==> src/rtl/imem_boot_loader.sv <==
// imem_boot_loader
// Receives a length-prefixed, checksummed program image as a byte stream.
// Assembles the bytes into little-endian 32-bit words and writes each word
// to the instruction-memory write port. The core is held in reset until the
// whole image has arrived and its checksum (mod 2^32 sum of the data words)
// matches the trailer. All outputs are registered.
module imem_boot_loader #(
   parameter int ADDR_WIDTH = 10,
   parameter int MAX_WORDS  = 1024,
   parameter int START_ADDR = 0
) (
   input  logic                  clk,
   input  logic                  reset,
   input  logic                  in_valid,
   output logic                  in_ready,
   input  logic [7:0]            in_data,
   output logic                  mem_we,
   output logic [ADDR_WIDTH-1:0] mem_addr,
   output logic [31:0]           mem_wdata,
   output logic                  core_reset,
   output logic                  done,
   output logic                  error
);

   // Word counter must be able to hold N itself (1..MAX_WORDS).
   localparam int CNT_W = $clog2(MAX_WORDS + 1);

   typedef enum logic [2:0] {
      ST_LEN,
      ST_DATA,
      ST_CSUM,
      ST_DONE,
      ST_ERROR
   } state_t;

   state_t                state_reg, state_next;
   logic [1:0]            byte_idx_reg, byte_idx_next;
   logic [31:0]           word_reg, word_next;
   logic [CNT_W-1:0]      len_reg, len_next;
   logic [CNT_W-1:0]      cnt_reg, cnt_next;
   logic [CNT_W-1:0]      cnt_inc;
   logic [31:0]           acc_reg, acc_next;

   logic                  in_ready_reg, in_ready_next;
   logic                  mem_we_reg, mem_we_next;
   logic [ADDR_WIDTH-1:0] mem_addr_reg, mem_addr_next;
   logic [31:0]           mem_wdata_reg, mem_wdata_next;
   logic                  core_reset_reg, core_reset_next;
   logic                  done_reg, done_next;
   logic                  error_reg, error_next;

   logic                  accept;
   logic                  group_complete;
   logic [31:0]           group_word;

   // A byte moves only on a completed handshake; in_ready is the registered copy.
   assign accept         = in_valid && in_ready_reg;
   assign group_complete = accept && (byte_idx_reg == 2'd3);
   assign cnt_inc        = cnt_reg + CNT_W'(1);

   // Little-endian byte lanes: the lane selected by the byte index takes the
   // incoming byte, the others keep what was collected earlier in the group.
   // When the 4th byte arrives, group_word is the complete word.
   genvar gi;
   generate
      for (gi = 0; gi < 4; gi++) begin : g_lane
         assign group_word[8*gi +: 8] = (byte_idx_reg == 2'(gi)) ? in_data
                                                                  : word_reg[8*gi +: 8];
      end
   endgenerate

   // Next-state, datapath and registered-output decode.
   always_comb begin
      state_next     = state_reg;
      byte_idx_next  = accept ? (byte_idx_reg + 2'd1) : byte_idx_reg;
      word_next      = accept ? group_word : word_reg;
      len_next       = len_reg;
      cnt_next       = cnt_reg;
      acc_next       = acc_reg;
      mem_we_next    = 1'b0;
      mem_addr_next  = mem_addr_reg;
      mem_wdata_next = mem_wdata_reg;

      case (state_reg)
         ST_LEN: begin
            if (group_complete) begin
               if ((group_word == 32'd0) || (group_word > 32'(MAX_WORDS))) begin
                  state_next = ST_ERROR;
               end else begin
                  len_next   = CNT_W'(group_word);
                  state_next = ST_DATA;
               end
            end
         end
         ST_DATA: begin
            if (group_complete) begin
               mem_we_next    = 1'b1;
               mem_addr_next  = ADDR_WIDTH'(START_ADDR) + ADDR_WIDTH'(cnt_reg);
               mem_wdata_next = group_word;
               acc_next       = acc_reg + group_word;
               cnt_next       = cnt_inc;
               if (cnt_inc == len_reg) begin
                  state_next = ST_CSUM;
               end
            end
         end
         ST_CSUM: begin
            // The accumulator already includes the last data word, because it
            // was updated one group earlier.
            if (group_complete) begin
               state_next = (group_word == acc_reg) ? ST_DONE : ST_ERROR;
            end
         end
         default: begin
            // DONE and ERROR are terminal; in_ready is 0 so nothing moves.
         end
      endcase

      // Status outputs follow the state being entered, so done rises and
      // core_reset falls on the same edge.
      in_ready_next   = (state_next == ST_LEN) || (state_next == ST_DATA) ||
                        (state_next == ST_CSUM);
      done_next       = (state_next == ST_DONE);
      error_next      = (state_next == ST_ERROR);
      core_reset_next = (state_next != ST_DONE);
   end

   // State and output registers with synchronous active-low reset.
   always_ff @(posedge clk) begin
      if (!reset) begin
         state_reg      <= ST_LEN;
         byte_idx_reg   <= 2'd0;
         word_reg       <= 32'd0;
         len_reg        <= '0;
         cnt_reg        <= '0;
         acc_reg        <= 32'd0;
         in_ready_reg   <= 1'b0;
         mem_we_reg     <= 1'b0;
         mem_addr_reg   <= ADDR_WIDTH'(START_ADDR);
         mem_wdata_reg  <= 32'd0;
         core_reset_reg <= 1'b1;
         done_reg       <= 1'b0;
         error_reg      <= 1'b0;
      end else begin
         state_reg      <= state_next;
         byte_idx_reg   <= byte_idx_next;
         word_reg       <= word_next;
         len_reg        <= len_next;
         cnt_reg        <= cnt_next;
         acc_reg        <= acc_next;
         in_ready_reg   <= in_ready_next;
         mem_we_reg     <= mem_we_next;
         mem_addr_reg   <= mem_addr_next;
         mem_wdata_reg  <= mem_wdata_next;
         core_reset_reg <= core_reset_next;
         done_reg       <= done_next;
         error_reg      <= error_next;
      end
   end

   assign in_ready   = in_ready_reg;
   assign mem_we     = mem_we_reg;
   assign mem_addr   = mem_addr_reg;
   assign mem_wdata  = mem_wdata_reg;
   assign core_reset = core_reset_reg;
   assign done       = done_reg;
   assign error      = error_reg;

endmodule
==> config.mk <==
export PLATFORM = sky130hd
export DESIGN_NAME = imem_boot_loader
export DESIGN_NICKNAME = d
export VERILOG_FILES = /design/src/rtl/imem_boot_loader.sv
export SDC_FILE = /design/constraint.sdc
export NUM_CORES = 1
export LEC_CHECK = 0
export CORE_MARGIN = 10
export CORE_UTILIZATION = 55
export CTS_BUF_LIST = sky130_fd_sc_hd__clkbuf_8
export DETAILED_ROUTE_END_ITERATION = 12
export MAX_ROUTING_LAYER = met4
export PLACE_DENSITY = 0.73
export SYNTH_ARGS = -nofsm -noshare
export SYNTH_HDL_FRONTEND = slang
export SYNTH_SLANG_ARGS = --single-unit
==> constraint.sdc <==
create_clock -name clk -period 5.63 [get_ports clk]
set_input_delay 1.4075 -clock clk [delete_from_list [all_inputs] [get_ports clk]]
set_output_delay 1.4075 -clock clk [all_outputs]
set_load 0.02 [all_outputs]
# [After elaboration in Yosys (flattened, before gate mapping)]
# Index checks and enable logic that the tools add are counted.
[classes] n_lt_le_gt_ge=1 addsub=3 n_mux=12 n_reduce_logical=12 n_eq_ne=12 n_bitwise=1
[ops] operator="32-bit adder" n=1
[ops] operator="32-bit equality test" n=1
[ops] operator="32-bit by 11-bit greater-than comparator with 1-bit output, second input constant" n=1
[ops] operator="32-bit logical NOT" n=1
[ops] operator="8-bit two-way mux" n=4
[ops] operator="3-bit two-way mux" n=6
[ops] operator="11-bit by 1-bit adder with 11-bit output, second input constant" n=1
[ops] operator="11-bit equality test" n=1
[ops] operator="3-bit by 2-bit equality test with 1-bit output, second input constant" n=3
[ops] operator="3-bit one-hot mux with 3 select lines" n=1
[ops] operator="3-bit by 1-bit equality test with 1-bit output, second input constant" n=2
[ops] operator="3-bit logical NOT" n=2
[ops] operator="2-bit equality test, second input constant" n=2
[ops] operator="2-bit AND reduction" n=2
[ops] operator="3-bit equality test, second input constant" n=1
[ops] operator="1-bit logical OR" n=3
[ops] operator="3-bit by 2-bit != test with 1-bit output, second input constant" n=1
[ops] operator="3-bit AND reduction" n=1
[ops] operator="2-bit by 1-bit adder with 2-bit output, second input constant" n=1
[ops] operator="2-bit by 1-bit equality test with 1-bit output, second input constant" n=1
[ops] operator="1-bit logical AND" n=2
[ops] operator="2-bit logical NOT" n=1
[ops] operator="1-bit two-way mux" n=1
[ops] operator="1-bit NOT" n=1
[totals] out_inout_bits=47 regBits=138 word_cells=54 inputBits=11

# [Depth between registers and ports, before layout]
[logic_depth] word_depth=10 depth_mapped=16 mapped_depth_nobuf=15

# [Worst setup path after synthesis]
# Ideal clock, no wire load.
[synth_path] path_kind="input -> register" start="input in_data[1]" end="register core_reset_reg, in the netlist core_reset" path_slack_ns=1.463 t_required_ns=5.503 setup_time_ns=0.127 cell_stages=13 arrival_time_ns=4.040 n_path_buf=2 cell_sequence="clkbuf_1 mux2i_1 inv_1 ha_1 buf_6 or4_4 nor4_2 nand3_1 nor4_4 nand3_1 a21oi_2 o22ai_2 or3_1"
[synth_between] elab_chain_len=7 word_cells_on_any_way=14 classes_between="order compare: 1; eq/ne: 2; mux: 9; reduce/logical: 2"
[synth_lines] item="start, declared" line="16" rtl="input logic [7:0] in_data,"
[synth_lines] item="8-bit two-way mux (*)" line="67" rtl="assign group_word[8*gi +: 8] = (byte_idx_reg == 2'(gi)) ? in_data"
[synth_lines] item="net group_word[9]" line="54" rtl="logic [31:0] group_word;"
[synth_lines] item="32-bit by 11-bit greater-than comparator with 1-bit output or 32-bit logical NOT (tied branches)" line="87" rtl="if ((group_word == 32'd0) || (group_word > 32'(MAX_WORDS))) begin"
[synth_lines] item="1-bit logical OR" line="87"
[synth_lines] item="3-bit two-way mux" line="87"
[synth_lines] item="3-bit two-way mux" line="86" rtl="if (group_complete) begin"
[synth_lines] item="3-bit one-hot mux with 3 select lines (*)" line="84" rtl="case (state_reg)"
[synth_lines] item="3-bit by 2-bit != test with 1-bit output (*)" line="125" rtl="core_reset_next = (state_next != ST_DONE);"
[synth_lines] item="end signal, assigned" line="155" rtl="core_reset_reg <= core_reset_next;"
[synth_lines] item="end, declared" line="48" rtl="logic core_reset_reg, core_reset_next;"
# The timed path passes the listed nets; every way through them passes the cells marked *.
# A chain may end at the register's enable or synchronous reset.

# [Worst setup path in the final report]
[layout_path] start="input in_data[0]" end="register core_reset_reg, in the netlist core_reset"
# The elaborated chain is that of the path after synthesis.

==> results.cfg <==
[sta]
tns_ps = 0
worstMarginPinSlew_ps = 886
max_freq_ghz = 0.209
final_hold_viol_count = 0
layout_min_cycle_time_ps = 4780
fin_skew_ps = 11.7
slew-limit-headroom_pct = 40.9
setup_slack_ps = 851
slew_viol_final = 0
finalCritPeriodShare_pct = 84.9
grt_setup_unrepaired = false
setup_violations = 0

[clock_network]
h-tree-depth = 4
holdBufCountCts = 0
cts_tree = done
worstSkewPairLatency_ps = 470
cts_resized = 0
cts_max_path_buffers = 2
cts.sinks = 138
path_clk_slew_ps = 80
cts_root_buffer = clkbuf_8
post_cts_buffers = 0
cts_made_buffers = 17

[logic_synthesis]
synth_top_flop_cell = dfxtp_1
syn_area_um2 = 7640
synthCells = 955
syn_area_per_cell_um2 = 8.00
ys_ff_latch = 138
synth-edff-count = 0
synth.distinct_cells = 67
async_reset_ff_share_pct = 0
yosys_warnings = 0
synth_seq_area_share_pct = 36.2
synth_nets = 1003

[power]
power.density_nw_per_um2 = 239
power_leakage_uw = 0.00345
ir_worst_vdd_mv = 0.162

[route]
vias = 6824
postRouteAntennaNets = 0
route.detailed.drc = 0
routed_wl_um = 20600
vias_per_cell = 5.80
drt_iter0_drc = 468
drt_first_pass_iters = 5
wl_per_cell_um = 17.5

[floorplanning]
fp.dieH_um = 138
die_x_um = 138
start_util_pct = 55.7
core_um2 = 13700
rows = 43
die-area_um2 = 19000
ios = 58

[global_routing]
grt_pass1_wl_um = 32900
gr-usage-all-layers_pct = 22.5
antenna_found_initial = 0
grt_pass1_vias = 6304
grt_overflow = 0
grt_start_max_net_pins = 82

[layout]
fin_nets = 1032
final_area_um2 = 8770
num_antenna_cells = 0
fillers = 1216
fin_util_pct = 63.9
post_route_cells_drive_above_1_share_pct = 7.33
area_growth_pct = 14.8

[critical_path]
cp.arrival_ps = 5130
worst-path-max-fanout = 7
crit_required_ps = 5990
start_kind = input port
criticalPathCategory = input port to register
critical_path.top_delay_family = simple AND/OR/NAND/NOR gates
cpMostUsedCell = nand2_1
end_kind = register
cpMaxStageDelayCell = clkdlybuf4s50_1
cp_num_buf_inv = 2
path_cells = clkdlybuf4s50_1 > mux2i_1 > inv_1 > ha_1 > or4_4 > nor4_2 > nand3_1 > nor4_4 > nand2_1 > a41oi_1 > nand2_1 > or3_1
critPathMaxStageDelay_ps = 550

[status]
outcome = completed

[place]
placed_area_um2 = 8350
dp_slack_ps = 420
io_buffers = 57
post-dp-hpwl_um = 14800
gp_congestion = 0.906

[hold_path]
hp-class = register to register

[job]
cap_violations = 0
==> cell families after synthesis <==
kind of cell             Yosys count  synth area share [%]
flip-flops                       138                  36.2
XOR/XNOR                          41                  4.70
multiplexers                      42                  5.62
AO/OA/AOI/OAI                    242                  20.7
buffers and inverters            107                  5.52
adder cells (fa/ha/maj)           37                  6.16
AND/OR/NAND/NOR                  348                  21.1
==> cells in the mapped netlist, types with 8 or more instances <==
master | number | area share [%]
or3_1 | 8 | 0.66
nor2_1 | 128 | 6.3
nand3_1 | 25 | 1.6
mux2i_1 | 35 | 4.6
clkbuf_1 | 50 | 2.5
a21oi_1 | 85 | 5.6
a21o_1 | 16 | 1.6
nor4_1 | 13 | 1.1
dfxtp_1 | 138 | 36
nand2_1 | 108 | 5.3
ha_1 | 36 | 5.9
nand4_1 | 9 | 0.74
o21ai_0 | 30 | 2.0
nor3_1 | 13 | 0.85
a211oi_1 | 58 | 5.7
xor2_1 | 17 | 1.9
xnor2_1 | 24 | 2.8
inv_1 | 40 | 2.0
and3_1 | 11 | 0.90
==> worst reg2reg max path, delay by kind of cell, from the launching register on <==
| family | cells | cell delay, ps |
|---|---|---|
| muxes | 1 | 560 |
| DFF | 1 | 420 |
| adders and majority gates | 2 | 1060 |
| AOI/OAI and AO/OA | 1 | 250 |
| buffers and inverters | 1 | 120 |
| and+or+nand+nor | 7 | 1890 |
==> per-layer routing <==
metal	GRT usage [%]	up-vias	part of all wire, %
met2	35.2	164	47
met5	-	-	0
met3	4.67	43	4.8
met1	27.9	3190	45
li1	-	3427	-
met4	8.52	0	2.6
==> final cells by class <==
| class | count | area [um2] | area share, % |
|---|---|---|---|
| clock buffers | 22 | 303 | 3.45 |
| clock inverters | 9 | 120 | 1.37 |
| inverters | 41 | 156 | 1.78 |
| multi-input cells | 710 | 4460 | 50.9 |
| flip-flops and latches | 138 | 2760 | 31.5 |
| well taps | 180 | 225 | 2.57 |
| repair buffers | 76 | 738 | 8.42 |
==> final timing paths <==
check             startpoint  cells after the start     endpoint  slack [ps]
max               in_data[0]                     12   core_reset         850
min              mem_addr[4]                      2  mem_addr[4]         450
max reg2reg  byte_idx_reg[0]                     12   core_reset        1220
min reg2reg      mem_addr[4]                      2  mem_addr[4]         450
==> report_power, final <==
group          total, uW  switching [uW]  internal [uW]
Combinational        220             139           80.3
Sequential           999            10.5            988
Clock                874             385            489
==> cell usage in the layout (no fill, tap or decap), types with 22 or more instances in the layout <==
master	instances
nand3_1	24
xnor2_1	24
clkdlybuf4s50_1	57
nor2_1	128
a21oi_1	85
dfxtp_1	138
o21ai_0	30
mux2i_1	35
inv_1	42
clkbuf_8	22
ha_1	36
a211oi_1	58
nand2_1	108
==> per-stage QoR <==
stage / std cells / power (uW) / hold slack (ps)
detailed placement: 1145 / 1240 / 446
finish: 1176 / 2090 / 455
global placement: 1145 / 1240 / 442
floorplan: 955 / 1170 / 436
CTS: 1176 / 2100 / 456
global route: 1176 / 2160 / 475
No activity file was read; power rests on OpenSTA's default activity.
